File: src/rtl/cpu_types_pkg.sv
// Shared CPU types used by the instruction cache and its interfaces.
package cpu_types_pkg;
  typedef logic [31:0] word_t;

  typedef enum logic {IDLE = 1'b0, FETCH = 1'b1} icache_state_t;

  // Address split for the default 16-frame direct-mapped icache
  localparam int ITAG_W  = 26;
  localparam int IIDX_W  = 4;
  localparam int IBYTE_W = 2;

  typedef struct packed {
    logic [ITAG_W-1:0]  tag;
    logic [IIDX_W-1:0]  idx;
    logic [IBYTE_W-1:0] bytoff;
  } icachef_t;
endpackage

File: src/rtl/icache_if.sv
// Datapath-to-cache and cache-to-controller bundles for the instruction side.
interface datapath_cache_if;
  import cpu_types_pkg::*;
  logic  imemREN, ihit;
  word_t imemaddr, imemload;

  modport dp     (output imemREN, imemaddr, input  ihit, imemload);
  modport icache (input  imemREN, imemaddr, output ihit, imemload);
endinterface

interface cache_control_if;
  import cpu_types_pkg::*;
  logic  iREN, iwait;
  word_t iaddr, iload;

  modport icache (output iREN, iaddr, input  iwait, iload);
  modport cc     (input  iREN, iaddr, output iwait, iload);
endinterface

File: src/rtl/icache.sv
// Direct-mapped read-only icache: combinational hit path, single-word fill on miss.
module icache
  import cpu_types_pkg::*;
#(
  parameter  int NUM_FRAMES = 16,
  localparam int IDX_W      = $clog2(NUM_FRAMES),
  localparam int TAG_W      = 30 - IDX_W
) (
  input logic              CLK,
  input logic              nRST,
  datapath_cache_if.icache dcif,
  cache_control_if.icache  ccif
);
  localparam logic [0:0] ST_IDLE  = IDLE;
  localparam logic [0:0] ST_FETCH = FETCH;

  logic [0:0]            state, state_n;
  word_t                 fill_addr, fill_addr_n;
  logic [NUM_FRAMES-1:0] valid;
  logic [TAG_W-1:0]      tags [NUM_FRAMES];
  word_t                 data [NUM_FRAMES];

  logic [IDX_W-1:0] req_idx, fill_idx;
  logic [TAG_W-1:0] req_tag, fill_tag;
  logic             hit, fill_we;
  logic             unused_bytoff;

  assign req_idx  = dcif.imemaddr[IDX_W+1:2];
  assign req_tag  = dcif.imemaddr[31:IDX_W+2];
  assign fill_idx = fill_addr[IDX_W+1:2];
  assign fill_tag = fill_addr[31:IDX_W+2];
  assign unused_bytoff = ^dcif.imemaddr[1:0];

  // Lookup is only honoured in IDLE; no hit-under-miss
  assign hit = (state == ST_IDLE) && dcif.imemREN && valid[req_idx]
               && (tags[req_idx] == req_tag);

  assign dcif.ihit     = hit;
  assign dcif.imemload = hit ? data[req_idx] : 32'h0;
  assign ccif.iREN     = (state == ST_FETCH);
  assign ccif.iaddr    = fill_addr;

  always_comb begin
    state_n     = state;
    fill_addr_n = fill_addr;
    fill_we     = 1'b0;
    case (state)
      ST_IDLE: if (dcif.imemREN && !hit) begin
        fill_addr_n = {dcif.imemaddr[31:2], 2'b00};
        state_n     = ST_FETCH;
      end
      // Fill runs to completion regardless of what the datapath does meanwhile
      ST_FETCH: if (!ccif.iwait) begin
        fill_we = 1'b1;
        state_n = ST_IDLE;
      end
      default: state_n = ST_IDLE;
    endcase
  end

  always_ff @(posedge CLK or negedge nRST) begin
    if (!nRST) begin
      state     <= ST_IDLE;
      fill_addr <= '0;
      valid     <= '0;
      for (int i = 0; i < NUM_FRAMES; i++) begin
        tags[i] <= '0;
        data[i] <= '0;
      end
    end else begin
      state     <= state_n;
      fill_addr <= fill_addr_n;
      if (fill_we) begin
        valid[fill_idx] <= 1'b1;
        tags[fill_idx]  <= fill_tag;
        data[fill_idx]  <= ccif.iload;
      end
    end
  end
endmodule

File: src/flat_wrapper.sv
// flat-port wrapper written by rule: the top's interface ports become plain ports
module icache_flat import cpu_types_pkg::*;
#(
  parameter  int NUM_FRAMES = 16,
  localparam int IDX_W      = $clog2(NUM_FRAMES),
  localparam int TAG_W      = 30 - IDX_W
)
  (CLK, nRST, dcif_imemREN, dcif_imemaddr, dcif_ihit, dcif_imemload, ccif_iREN, ccif_iaddr, ccif_iwait, ccif_iload);
  datapath_cache_if dcif_i ();
  cache_control_if ccif_i ();
  input logic CLK;
  input logic nRST;
  input wire logic [$bits(dcif_i.imemREN)-1:0] dcif_imemREN;
  input wire logic [$bits(dcif_i.imemaddr)-1:0] dcif_imemaddr;
  output wire logic [$bits(dcif_i.ihit)-1:0] dcif_ihit;
  output wire logic [$bits(dcif_i.imemload)-1:0] dcif_imemload;
  output wire logic [$bits(ccif_i.iREN)-1:0] ccif_iREN;
  output wire logic [$bits(ccif_i.iaddr)-1:0] ccif_iaddr;
  input wire logic [$bits(ccif_i.iwait)-1:0] ccif_iwait;
  input wire logic [$bits(ccif_i.iload)-1:0] ccif_iload;
  assign dcif_i.imemREN = dcif_imemREN;
  assign dcif_i.imemaddr = dcif_imemaddr;
  assign dcif_ihit = dcif_i.ihit;
  assign dcif_imemload = dcif_i.imemload;
  assign ccif_iREN = ccif_i.iREN;
  assign ccif_iaddr = ccif_i.iaddr;
  assign ccif_i.iwait = ccif_iwait;
  assign ccif_i.iload = ccif_iload;
  icache #(.NUM_FRAMES(NUM_FRAMES)) u_core (.CLK(CLK), .nRST(nRST), .dcif(dcif_i), .ccif(ccif_i));
endmodule
File: config.mk
export PLATFORM = sky130hd
export DESIGN_NAME = icache_flat
export DESIGN_NICKNAME = d
export VERILOG_FILES = /design/src/rtl/cpu_types_pkg.sv /design/src/rtl/icache_if.sv /design/src/rtl/icache.sv /design/src/flat_wrapper.sv
export SDC_FILE = /design/constraint.sdc
export NUM_CORES = 1
export LEC_CHECK = 0
export BUFFER_PORTS_ARGS = -buffer_cell sky130_fd_sc_hd__buf_2
export CAP_MARGIN = 5
export CORE_ASPECT_RATIO = 0.8
export CORE_MARGIN = 8
export CORE_UTILIZATION = 25
export DETAILED_ROUTE_END_ITERATION = 16
export PLACE_DENSITY = 0.37
export SLEW_MARGIN = 20
export SYNTH_ARGS = -nofsm -noshare
export SYNTH_HDL_FRONTEND = slang
export SYNTH_SLANG_ARGS = --single-unit
export TNS_END_PERCENT = 20
File: constraint.sdc
create_clock -name CLK -period 7.11 [get_ports CLK]
set_input_delay 0.711 -clock CLK [delete_from_list [all_inputs] [get_ports CLK]]
set_output_delay 0.711 -clock CLK [all_outputs]
set_load 0.05 [all_outputs]
==> out/results.tsv <==
metric	value	unit
nNetsFinal	2841	
critPathMaxFanout	34	
finClkSkew	0.03126	ns
outcome	finished, final reports clean	
synth-seq-cells	975	
grt_pass1_vias	27740	
fmax	185.8	MHz
worstSetupStartpointType	primary input	
wirelength	137.7	mm
finalSetupViolations	0	
overflow	0	
setup_tns	0	ns
clockBufferDepth	3	
clock_latency	0.75	ns
fillers	17390	
initial_core_util	25.06	%
layout_common_cells	dfrtp_1, mux2_2, mux4_2	
yosysWarnings	0	
design.core.area	0.1761	mm2
p_leak	22.94	nW
ant_nets	0	
grt_max_degree	164	
final_common_cell	dfrtp_1	
final_layout_size_suffix_gt1_share	56.74	%
die_height	391.8	um
tritoncts	yes	
dp_hpwl	78.99	mm
drv_slew	0	
critical_path_class	primary input to output pin	
drtIter0Drc	1126	
relSlewSlack	22.87	%
route.detailed.drc	0	
min_period	5.382	ns
cp_cell_sequence	buf_2 -> inv_4 -> nor4_1 -> a2111oi_0 -> a211oi_1 -> buf_4 -> o2111ai_1 -> nor4_4 -> buf_12 -> and3_1 -> buf_2	
post_cts_buffers	0	
syn2layout_area_growth	16.38	%
grt_first_pass_wirelength	201.9	mm
ys_types	52	
htreeDepth	3	
antenna_found_initial	28	
vias_per_cell	4.729	
instances_no_fill	5186	
post-route-period-util	75.70	%
syn_inst	2700	
p_per_area	386.3	mW/mm2
yosysSeqAreaShare	55.29	%
die_area	0.1903	mm2
vias	24520	
yosys.area_share.adder	0	%
worstPathRequired	6.40	ns
ios	134	
rows	138	
wl_per_cell	26.56	um
cp_num_buf_inv	5	
synthArstFlopShare	100.0	%
cts_hold_buf	1	
cts_made_buffers	116	
whs	0.1950	ns
postLayoutCoreUtil	29.16	%
synthSimpleGateAreaFrac	1.610	%
cts_resized	0	
cpPeakStageDelay	0.71	ns
drt-pass1-iter-count	5	
critPathMostFrequentCell	buf_2	
slowest_stage	buf_2	
synth_xor_area_share	0.6351	%
max-vdd-ir-drop	189.5	uV
die_w	485.7	um
muxShareOfSynthArea	39.33	%
gp_congestion	0.7080	
port_buffers	129	
synth_compound_area_share	0.8109	%
path_clk_slew	0.06	ns
synth_edf_count	0	
dp_cells	4964	
worstPathArrival	4.67	ns
critPathTopFamily	buffers and inverters	
maxCapViolations	0	
worstHoldPathType	primary input to flop	
power.total	0.01984	W
synth_top_family_by_area	multiplexers	
ys.flop_type	dfrtp_1	
end_kind	output pin	
syn_area_per_cell	16.34	um2
clkSinkCount	975	
syn_area	0.04413	mm2
tightest_slew	1.157	ns
hold_violations	0	
rsz0062_at_grt	false	
grtUsageTotal	14.39	%
root_buffer	clkbuf_16	
final timing paths:
kind                                              end  cells after the start  slack (ns)        startpoint
worst max-delay path                dcif_imemload[31]                     11        1.73  dcif_imemaddr[5]
worst min-delay path                 u_core.ccif.iREN                      2        0.20        ccif_iwait
worst max register to register  u_core.ccif.iaddr[31]                     10        2.72  u_core.tags[260]
worst min register to register        u_core.valid[4]                      1        0.46   u_core.valid[4]
max in group asynchronous            u_core.data[422]                      4        4.70              nRST
min in group asynchronous       u_core.ccif.iaddr[19]                      2        0.61              nRST
worst register-to-register path, cell delays in order, from the launching register on:
cell and delay, ns:
dfrtp_1 0.37, mux4_2 0.48, mux2i_1 0.40, xnor2_1 0.24, nor2_1 0.22, o2111ai_1 0.70
nor4_4 0.07, buf_12 0.22, a21boi_4 0.89, buf_12 0.31, mux2_2 0.36
layout make-up:
cell class	count	area, um2	area share, %
Sequential cell	975	24400	47.51
Multi-Input combinational cell	1481	18840	36.69
Clock buffer	188	3565	6.941
Tap cell	2310	2890	5.628
Timing Repair Buffer	194	1336	2.602
Clock inverter	26	286.5	0.5579
Inverter	5	21.27	0.04142
Antenna cell	7	17.52	0.03411
metal layers:
| metal | part of all wire [%] | vias to the layer above | GRT usage, % |
|---|---|---|---|
| li1 | - | 10280 | - |
| met1 | 45 | 13600 | 19.17 |
| met2 | 49 | 408 | 24.27 |
| met4 | 3.0 | 0 | 4.290 |
| met5 | 0 | - | 0 |
| met3 | 3.1 | 235 | 2.260 |
where the power goes:
| part | switching, W | leakage [nW] | internal [W] |
|---|---|---|---|
| logic | 0.00175 | 8.51 | 0.00298 |
| registers | 0.00129 | 12.5 | 0.00787 |
| clock network | 0.00243 | 1.90 | 0.00352 |
| total | 0.00548 | 22.9 | 0.0144 |
metrics by stage:
| step | setup WS (ns) | instance area (um2) |
|---|---|---|
| after global placement | 0.9478 | 47460 |
| after floorplan | 2.668 | 44130 |
| after global routing | 1.527 | 51350 |
| final | 1.728 | 51360 |
| after CTS | 1.644 | 51340 |
| after detailed placement | 1.656 | 47470 |
synth_stat cells (8+ instances only):
library cell	n	area [um2]
mux4_2	261	5878
nand2b_1	12	75.07
nor2b_1	11	68.82
mux2i_1	49	490.5
and3_1	36	225.2
xor2_1	12	105.1
clkbuf_1	129	484.2
nor2_1	11	41.29
xnor2_1	20	175.2
mux2_2	937	10550
nand2_1	16	60.06
o21ai_0	8	40.04
buf_2	26	130.1
dfrtp_1	975	24400
buf_4	13	97.59
mux2_4	29	435.4
buf_1	69	259.0
flip-flops by register name, summed over array words and instances, names as in the netlist:
register           cells
u_core.valid          16
u_core.data          512
u_core.ccif.iREN       1
u_core.ccif.iaddr     30
u_core.tags          416
logic make-up (layout without fill, tap and decap cells):
| kind of cell | Yosys count | after routing |
|---|---|---|
| and+or+nand+nor | 121 | 121 |
| other | 1 | 9 |
| xor gates and xnor gates | 32 | 32 |
| AOI/OAI and AO/OA | 50 | 50 |
| muxes | 1276 | 1276 |
| DFF | 975 | 975 |
| buffers and inverters | 245 | 413 |
Note: power is estimated with default switching activity, not from simulation.
